File: config.mk
export PLATFORM = sky130hd
export DESIGN_NAME = tile_flip_controller
export DESIGN_NICKNAME = d
export VERILOG_FILES = /design/src/rtl/tile_flip_pkg.sv /design/src/rtl/tile_flip_controller_reveal_timer.sv /design/src/rtl/tile_flip_controller.sv
export SDC_FILE = /design/constraint.sdc
export NUM_CORES = 1
export LEC_CHECK = 0
export CORE_MARGIN = 2
export CORE_UTILIZATION = 48
export CTS_BUF_LIST = sky130_fd_sc_hd__clkbuf_8
export CTS_CLUSTER_DIAMETER = 30
export DETAILED_ROUTE_END_ITERATION = 6
export PLACE_DENSITY = 0.79
export SETUP_SLACK_MARGIN = 0.15
export SLEW_MARGIN = 20
export SYNTH_ARGS = -nofsm -noshare
export SYNTH_HDL_FRONTEND = slang
export SYNTH_SLANG_ARGS = --single-unit
File: constraint.sdc
create_clock -name clk -period 5.15 [get_ports clk]
set_clock_uncertainty 0.2 [all_clocks]
set_input_delay 1.2875 -clock clk [delete_from_list [all_inputs] [get_ports clk]]
set_output_delay 1.2875 -clock clk [all_outputs]
set_load 0.005 [all_outputs]
File: src/rtl/tile_flip_pkg.sv
`default_nettype none
// tile_flip_pkg -- shared state encoding and board geometry for the memory-game sequencer. Rev 1.0
package tile_flip_pkg;

  localparam int NUM_TILES = 16;
  localparam int TILE_W    = 3;
  localparam int NUM_PAIRS = 8;
  localparam int IDX_W     = 4;
  localparam int BOARD_W   = NUM_TILES * TILE_W;

  typedef enum logic [2:0] {
    ST_IDLE        = 3'd0,
    ST_WAIT_FIRST  = 3'd1,
    ST_WAIT_SECOND = 3'd2,
    ST_COMPARE     = 3'd3,
    ST_REVEAL      = 3'd4,
    ST_DONE        = 3'd5
  } state_e;

  function automatic logic [TILE_W-1:0] tile_value(input logic [BOARD_W-1:0] board,
                                                   input logic [IDX_W-1:0]   idx);
    return board[int'(idx) * TILE_W +: TILE_W];
  endfunction

endpackage
`default_nettype wire

File: src/rtl/tile_flip_controller_reveal_timer.sv
`default_nettype none
// reveal_timer -- loadable down-counter; done marks the final cycle of the load window. Rev 1.0
module reveal_timer #(
  parameter int CYCLES = 50_000_000
) (
  input  logic clk,
  input  logic reset,
  input  logic load,
  output logic busy,
  output logic done
);

  localparam int                 CNT_W    = $clog2(CYCLES + 1);
  localparam logic [CNT_W-1:0]   LOAD_VAL = CNT_W'(CYCLES);
  localparam logic [CNT_W-1:0]   LAST_VAL = CNT_W'(1);

  logic [CNT_W-1:0] count_q;

  // Loaded with CYCLES, so the counter reads 1 on the last of CYCLES busy cycles.
  always_ff @(posedge clk or posedge reset) begin
    if (reset) begin
      count_q <= '0;
    end else if (load) begin
      count_q <= LOAD_VAL;
    end else if (busy) begin
      count_q <= count_q - LAST_VAL;
    end
  end

  assign busy = (count_q != '0);
  assign done = (count_q == LAST_VAL);

endmodule
`default_nettype wire

File: src/rtl/tile_flip_controller.sv
`default_nettype none
// tile_flip_controller -- memory-board game sequencer: board snapshot, pair compare, timed reveal. Rev 1.0
module tile_flip_controller
  import tile_flip_pkg::*;
#(
  parameter int REVEAL_CYCLES = 50_000_000
) (
  input  logic        clk,
  input  logic        reset,
  input  logic        start,
  input  logic [47:0] shuffled_vals,
  input  logic        sel_valid,
  input  logic [3:0]  sel_idx,
  output logic        sel_ready,
  output logic [47:0] tile_vals,
  output logic [15:0] face_up,
  output logic [15:0] matched,
  output logic [3:0]  pairs_found,
  output logic [7:0]  moves,
  output logic        match_pulse,
  output logic        miss_pulse,
  output logic        game_over
);

  state_e                 state_q;
  logic [BOARD_W-1:0]     tile_vals_q;
  logic [NUM_TILES-1:0]   matched_q;
  logic [NUM_TILES-1:0]   open_q;
  logic [IDX_W-1:0]       first_q;
  logic [IDX_W-1:0]       second_q;
  logic [3:0]             pairs_q;
  logic [7:0]             moves_q;
  logic                   match_pulse_q;
  logic                   miss_pulse_q;

  logic                   accept_d;
  logic                   values_equal_d;
  logic [NUM_TILES-1:0]   pair_mask_d;
  logic                   timer_load_d;
  logic                   timer_busy;
  logic                   timer_done;

  assign sel_ready      = (state_q == ST_WAIT_FIRST) || (state_q == ST_WAIT_SECOND);
  assign face_up        = matched_q | open_q;
  assign accept_d       = sel_valid && sel_ready && !face_up[sel_idx];
  assign values_equal_d = (tile_value(tile_vals_q, first_q) == tile_value(tile_vals_q, second_q));
  assign pair_mask_d    = (16'd1 << first_q) | (16'd1 << second_q);
  assign timer_load_d   = (state_q == ST_COMPARE) && !values_equal_d;

  reveal_timer #(
    .CYCLES (REVEAL_CYCLES)
  ) u_reveal_timer (
    .clk   (clk),
    .reset (reset),
    .load  (timer_load_d),
    .busy  (timer_busy),
    .done  (timer_done)
  );

  always_ff @(posedge clk or posedge reset) begin
    if (reset) begin
      state_q       <= ST_IDLE;
      tile_vals_q   <= '0;
      matched_q     <= '0;
      open_q        <= '0;
      first_q       <= '0;
      second_q      <= '0;
      pairs_q       <= '0;
      moves_q       <= '0;
      match_pulse_q <= 1'b0;
      miss_pulse_q  <= 1'b0;
    end else begin
      match_pulse_q <= 1'b0;
      miss_pulse_q  <= 1'b0;
      case (state_q)
        ST_IDLE, ST_DONE: begin
          if (start) begin
            tile_vals_q <= shuffled_vals;
            matched_q   <= '0;
            open_q      <= '0;
            pairs_q     <= '0;
            moves_q     <= '0;
            state_q     <= ST_WAIT_FIRST;
          end
        end
        ST_WAIT_FIRST: begin
          if (accept_d) begin
            open_q[sel_idx] <= 1'b1;
            first_q         <= sel_idx;
            state_q         <= ST_WAIT_SECOND;
          end
        end
        ST_WAIT_SECOND: begin
          if (accept_d) begin
            open_q[sel_idx] <= 1'b1;
            second_q        <= sel_idx;
            state_q         <= ST_COMPARE;
          end
        end
        ST_COMPARE: begin
          if (moves_q != 8'hFF) begin
            moves_q <= moves_q + 8'd1;
          end
          if (values_equal_d) begin
            matched_q     <= matched_q | pair_mask_d;
            open_q        <= open_q & ~pair_mask_d;
            pairs_q       <= pairs_q + 4'd1;
            match_pulse_q <= 1'b1;
            state_q       <= (pairs_q + 4'd1 == 4'(NUM_PAIRS)) ? ST_DONE : ST_WAIT_FIRST;
          end else begin
            miss_pulse_q <= 1'b1;
            state_q      <= ST_REVEAL;
          end
        end
        ST_REVEAL: begin
          // An idle timer here can only mean a lost load; fall back rather than stall.
          if (timer_done || !timer_busy) begin
            open_q  <= open_q & ~pair_mask_d;
            state_q <= ST_WAIT_FIRST;
          end
        end
        default: state_q <= ST_IDLE;
      endcase
    end
  end

  assign tile_vals   = tile_vals_q;
  assign matched     = matched_q;
  assign pairs_found = pairs_q;
  assign moves       = moves_q;
  assign match_pulse = match_pulse_q;
  assign miss_pulse  = miss_pulse_q;
  assign game_over   = (state_q == ST_DONE);

endmodule
`default_nettype wire

# After elaboration in Yosys (flattened, before gate mapping)
# Cells that the tools add are included.
classes:
  addsub: 3
  n_mul: 2
  order_cmp: 2
  n_eq_ne: 16
  shift: 4
  mux: 30
  n_bitwise: 6
  reduce_logical: 23
ops:
  columns: ["op", "n"]
  rows:
  - ["48-bit by 7-bit indexed part select with 3-bit output", 2]
  - ["16-bit two-way mux", 5]
  - ["16-bit OR", 4]
  - ["16-bit one-hot mux with 4 select lines", 1]
  - ["26-bit two-way mux", 2]
  - ["16-bit one-hot mux with 2 select lines", 1]
  - ["1-bit by 4-bit left shift with 16-bit output, first input constant", 2]
  - ["26-bit by 1-bit equality test with 1-bit output, second input constant", 1]
  - ["26-bit nonzero test", 1]
  - ["26-bit by 1-bit subtractor with 26-bit output, second input constant", 1]
  - ["3-bit two-way mux", 6]
  - ["16-bit bitwise AND", 1]
  - ["8-bit two-way mux", 2]
  - ["16-bit NOT", 1]
  - ["8-bit one-hot mux with 2 select lines", 1]
  - ["3-bit one-hot mux with 5 select lines", 1]
  - ["4-bit by 2-bit multiplier with 6-bit output, second input constant", 2]
  - ["2-bit inequality test, second input constant", 5]
  - ["8-bit by 1-bit adder with 8-bit output, second input constant", 1]
  - ["4-bit two-way mux", 2]
  - ["8-bit inequality test, second input constant", 1]
  - ["4-bit one-hot mux with 2 select lines", 1]
  - ["3-bit by 2-bit equality test with 1-bit output, second input constant", 2]
  - ["3-bit equality test, second input constant", 2]
  - ["other kinds (21)", 38]
word_totals:
  register_bits: 131
  input_bits: 56
  out_inout_bits: 96
  wordCells: 97

# Longest topological paths before layout
depth:
  ltp_word: 7
  mapped_depth: 11
  mapped_depth_nobuf: 8

# By module
# From an unflattened synthesis, not the netlist that was laid out.
hier_totals:
  hier_cells: 796
  area_unflattened_um2: 7503.4
by_module_without_submodules:
  columns: ["module", "n_inst", "cells_per_inst", "area_each_um2", "seq_area_each_um2"]
  rows:
  - ["tile_flip_controller", 1, 641, 5939.4, 2627.5]
  - ["reveal_timer", 1, 155, 1564.0, 650.6]

# Worst setup path after synthesis
# No wires, ideal clock.
synth_timing:
  path_type: "input-to-reg"
  startpoint: "input sel_idx[2]"
  endpoint: "register open_q[3]"
  setup_ns: 0.078
  arrival_ns: 3.086
  required_time_ns: 4.872
  slack_ns: 1.787
  cell_stages: 10
  n_path_buf: 3
  path_cell_list: "buf_2 > clkinv_1 > mux4_2 > mux2i_1 > a22oi_1 > nor2_1 > buf_2 > buf_2 > a41oi_1 > a21oi_1"
synth_between:
  elab_chain_cells: 7
  word_cells_on_any_way: 14
  classes_between: "2 x order compare; 1 x eq/ne; 6 x mux; 1 x bitwise; 4 x reduce/logical"
synth_lines:
  columns: ["item", "line", "rtl"]
  rows:
  - ["start: declaration", "tile_flip_controller.sv:13", "input logic [3:0] sel_idx,"]
  - ["4-bit by 5-bit < comparator with 1-bit output (implied by the code) / 4-bit by 1-bit greater-or-equal comparator with 1-bit output (equally long branches)", "tile_flip_controller.sv:88, tile_flip_controller.sv:95", null]
  - ["1-bit logical AND (implied by the code)", "tile_flip_controller.sv:88, tile_flip_controller.sv:95", null]
  - ["1-bit two-way mux (implied by the code)", "tile_flip_controller.sv:88, tile_flip_controller.sv:95", null]
  - ["1-bit demux with 4-bit select", "tile_flip_controller.sv:88, tile_flip_controller.sv:95", null]
  - ["16-bit OR (no line)", null, null]
  - ["16-bit two-way mux", "tile_flip_controller.sv:87, tile_flip_controller.sv:94", null]
  - ["16-bit one-hot mux with 4 select lines", "tile_flip_controller.sv:75", "case (state_q)"]
  - ["end signal: assignment", "tile_flip_controller.sv:106", "open_q <= open_q & ~pair_mask_d;"]
  - ["end signal: assignment", "tile_flip_controller.sv:118", "open_q <= open_q & ~pair_mask_d;"]
  - ["end: declaration", "tile_flip_controller.sv:28", "logic [NUM_TILES-1:0] open_q;"]
# Parallel ways exist; a longest one is shown, timed or not. The select of a mux whose other input is x is not followed.
# A chain may end at the register's enable or synchronous reset.

# Worst setup path in the final report
layout_timing:
  startpoint: "input sel_idx[2]"
  endpoint: "register first_q[0]"
layout_between:
  elab_chain_cells: 5
layout_lines:
  columns: ["item", "line", "rtl"]
  rows:
  - ["1-bit binary-select mux with 4-bit select", "tile_flip_controller.sv:45", "assign accept_d = sel_valid && sel_ready && !face_up[sel_idx];"]
  - ["1-bit two-way mux (implied by the code)", "tile_flip_controller.sv:45", null]
  - ["1-bit zero test", "tile_flip_controller.sv:45", null]
  - ["1-bit logical AND", "tile_flip_controller.sv:45", null]
  - ["2-bit AND reduction (no line)", null, null]
  - ["end signal: assignment", "tile_flip_controller.sv:89", "first_q <= sel_idx;"]
  - ["end: declaration", "tile_flip_controller.sv:29", "logic [IDX_W-1:0] first_q;"]
# Every way passes these cells. The select of a mux whose other input is x is not followed.

==> results.txt <==
The run finished with clean final reports. The run gives 0 as the count of instances resized after the clock tree is built. For this run, the number of Yosys warnings is 0.

In this run the static leakage power is 3.91 nW. The floorplan row count was 44; the count of routing violations after the opening detailed-route iteration was 502. Setup repair after global routing left no endpoint under its margin. For the worst setup path, the data arrival time is 3870 ps. Once the floorplan was initialized, standard cells occupied 49.1% of the core. Clock tree synthesis found a total of 131 sinks. The number of enable-type register cells in the synthesized netlist is 0. The maximum fanout count along the critical path came out at 10.

The net count of the finished layout is 915. Power spread over the standard cell area amounts to 619 nW/um^2. The critical path in this run is classified as input pin to flop. Clock latency on the worst-skew pair, taken at its later pin, is 470 ps. The floorplan die width came out at 126 um.

The layout has 1188 filler cells. The number of antenna violations at the first check in global routing is 0. The upper clock frequency limit is 269 MHz. Relative to the synthesized area, the layout overhead comes to 28.1%. Of all flip-flops after synthesis, the portion carrying an async set or reset was 100%. Synthesis produced a netlist whose cell count is 720.

The path category of the worst min-delay check is flop to flop. The floorplan step defined a die boundary enclosing 15800 um^2. Setup violations remaining at the end of the flow were counted as 0. Sum of negative setup slack: 0 ps. The number of hold buffers added after CTS was 0. After detailed routing, the average wire length per cell comes to 18.4 um.

The data required time of the critical path is 5300 ps. The post-route netlist has 12.6% of its cells at a drive strength greater than 1. After synthesis the cells add up to 7110 um^2. Clock root buffer: sky130_fd_sc_hd__clkbuf_8.

First-pass GRT wire length: 32.2 mm. The run gives 0.00563 W as the post-route total power. Measured against its own limit, the worst slew margin works out to 32.9%.

The number of optimization iterations in the first detailed-route pass is 5, and the number of hold violations in the final report is 0. The antenna cell count was 0. Kind of launch point of the worst setup path: an input pin. The net count of the mapped netlist is 780, and the clock edge transition at the registers on the reported setup and hold paths is 80 ps. Yosys attributes the largest share of cell area to sky130_fd_sc_hd__dfrtp_1, sky130_fd_sc_hd__nand2_1, sky130_fd_sc_hd__mux4_2. The tools report the number of max-slew violations in the final report as 0.

After detailed routing, the total wire length is 19.3 mm. TritonCTS built the clock tree. The number of post-CTS setup repair buffers was 0; the share of the synthesized area in the top cell type was 46.1%.

The routability-driven placement congestion ratio was 0.869; the total of flip-flops plus latches after synthesis was 131. The worst-case IR drop observed on VDD is 0.342 mV. The portion of the post-synthesis area used by sequential elements was 46.1%. Entering global routing, the biggest net connects 73 pins. The largest buffer count on any clock path was 2; the number of nets still failing antenna checks after routing was 0.

The count of unresolved DRC violations after routing was 0. The total clock buffers created by CTS came out at 17. Detailed routing inserted a total of 6190 vias. For this run the aggregate overflow at the end of global routing stands at 0. In the routed layout, each cell is associated on average with a via count of 5.88. The category of the worst setup path capture point is a flop.

The tool flagged a number of max-cap violations equal to 0. Dividing the final minimum period by the clock period gives 72.2%. Pin placement for this block handled 152 I/O pins. The cell taking the most area after synthesis is sky130_fd_sc_hd__dfrtp_1.

The count of different cell masters after synthesis came out at 68. For the pin with the worst max-slew slack, the measured transition is 1010 ps. Global routing consumed, over all layers together, 25.7% of the routing resources. The H-tree was split into 4 levels. The height of the die was 126 um.

The core region is 14500 um^2. Average instance area after synthesis: 9.87 um^2. Once detailed placement completed, the half-perimeter wirelength came to 13.7 mm. Shortest period the worst path allows: 3720 ps.

Primary flip-flop cell chosen by synthesis mapping: sky130_fd_sc_hd__dfrtp_1. The via count of the first global-routing pass was 5930; the port buffer count was 151.
==> area by class of cell <==
type	count	area, um^2	area share, %
clock buffers	18	248	2.72
clock inverters	14	154	1.69
inverters	10	40.0	0.440
multi-input cells	536	3570	39.2
flip-flops and latches	131	3280	36.0
well taps	184	230	2.53
repair buffers	159	1580	17.4
==> layer usage <==
| metal | vias to the layer above | part of all wire, % | GRT usage (%) |
|---|---|---|---|
| li1 | 2832 | - | - |
| met1 | 3061 | 44 | 36.0 |
| met2 | 281 | 47 | 39.0 |
| met3 | 16 | 8.5 | 8.20 |
| met4 | 0 | 1.0 | 6.99 |
| met5 | - | 0 | 0 |
==> sequential cells by signal, indices dropped and copies added, names as in the netlist <==
| register | flops |
|---|---|
| tile_vals | 48 |
| u_reveal_timer.count_q | 26 |
| matched | 16 |
| open_q | 16 |
| moves | 8 |
| first_q | 4 |
| pairs_found | 4 |
| second_q | 4 |
| state_q | 3 |
| match_pulse | 1 |
| miss_pulse | 1 |
==> final timing paths <==
check                                             start                    endpoint  slack, ps  cells after the start
worst max-delay path                         sel_idx[2]      first_q[0]$_DFFE_PP0P_       1430                     10
worst min-delay path             matched[0]$_DFFE_PP0P_      matched[0]$_DFFE_PP0P_        310                      2
worst max register to register  second_q[0]$_DFFE_PP0P_     matched[14]$_DFFE_PP0P_       1520                      5
worst min register to register   matched[0]$_DFFE_PP0P_      matched[0]$_DFFE_PP0P_        310                      2
max in group asynchronous                         reset      state_q[2]$_DFFE_PP0P_       2770                      3
min in group asynchronous                         reset  pairs_found[0]$_DFFE_PP0P_       1170                      2
==> cells by family after synthesis <==
| family | after synthesis | synth area share [%] |
|---|---|---|
| adder cells (fa/ha/maj) | 4 | 0.704 |
| AO/OA/AOI/OAI | 127 | 13.9 |
| AND/OR/NAND/NOR | 325 | 20.8 |
| flip-flops | 131 | 46.1 |
| XOR/XNOR | 31 | 4.08 |
| multiplexers | 49 | 10.8 |
| buffers and inverters | 53 | 3.68 |
==> through the flow <==
| stage | cell area [um^2] | util [%] | cells | hold WS (ps) | setup WS [ps] |
|---|---|---|---|---|---|
| after floorplan | 7110 | - | 720 | 278 | 165 |
| after global routing | 9100 | 62.9 | 1052 | 335 | 1170 |
| final | 9100 | 62.9 | 1052 | 310 | 1430 |
| after CTS | 9100 | 62.9 | 1052 | 314 | 1480 |
| after global placement | 8700 | 60.1 | 1020 | 290 | 1030 |
| after detailed placement | 8700 | 60.1 | 1020 | 296 | 999 |
==> where the power goes <==
part	internal (W)	leakage, nW	switching (W)
logic	0.00143	2.06	0.00138
clock network	0.000448	0.190	0.000445
registers	0.00140	1.66	0.000538
total	0.00327	3.91	0.00236
==> cells in the mapped netlist, drive strengths merged (8+ instances only) <==
| cell type | n |
|---|---|
| xnor2 | 19 |
| mux2 | 11 |
| buf | 21 |
| nor2 | 50 |
| a41oi | 8 |
| inv | 9 |
| o21ai | 22 |
| clkbuf | 22 |
| a22oi | 10 |
| mux4 | 21 |
| xor2 | 12 |
| a21oi | 27 |
| nand2 | 178 |
| mux2i | 17 |
| dfrtp | 131 |
| a32o | 9 |
| nor2b | 11 |
| nand3 | 10 |
| or2 | 18 |
| nand2b | 8 |
| nor3 | 14 |
==> layout by cell type (no fill, tap or decap), types with 6 or more instances in the layout <==
cell	Yosys	routed
sky130_fd_sc_hd__clkdlybuf4s50_1	0	151
sky130_fd_sc_hd__inv_1	9	8
sky130_fd_sc_hd__nor3_1	14	14
sky130_fd_sc_hd__nor2b_1	11	11
sky130_fd_sc_hd__a41oi_1	8	8
sky130_fd_sc_hd__mux2i_1	17	17
sky130_fd_sc_hd__a31oi_1	7	7
sky130_fd_sc_hd__dfrtp_1	131	131
sky130_fd_sc_hd__buf_4	2	7
sky130_fd_sc_hd__a32oi_1	6	6
sky130_fd_sc_hd__xor2_1	12	12
sky130_fd_sc_hd__a22oi_1	10	10
sky130_fd_sc_hd__clkbuf_8	0	18
sky130_fd_sc_hd__a32o_1	9	9
sky130_fd_sc_hd__a221o_1	7	7
sky130_fd_sc_hd__nand3_1	9	9
sky130_fd_sc_hd__o21ai_1	14	15
sky130_fd_sc_hd__xnor2_1	18	18
sky130_fd_sc_hd__or2_2	18	18
sky130_fd_sc_hd__mux2_2	11	11
sky130_fd_sc_hd__a21oi_1	23	23
sky130_fd_sc_hd__nand2b_1	8	8
sky130_fd_sc_hd__nor2_1	50	50
sky130_fd_sc_hd__nand2_1	178	178
sky130_fd_sc_hd__mux4_2	21	21
sky130_fd_sc_hd__o21ai_0	8	7
==> critical path: stages <==
cell and delay [ps]:
sky130_fd_sc_hd__clkdlybuf4s50_1 460, sky130_fd_sc_hd__buf_4 170, sky130_fd_sc_hd__clkinv_1 270, sky130_fd_sc_hd__mux4_2 520, sky130_fd_sc_hd__mux2i_1 150, sky130_fd_sc_hd__a22oi_1 110, sky130_fd_sc_hd__nor2_1 170, sky130_fd_sc_hd__buf_4 180
sky130_fd_sc_hd__nand3b_1 200, sky130_fd_sc_hd__mux2_2 340
(Power assumes the default switching activity.)
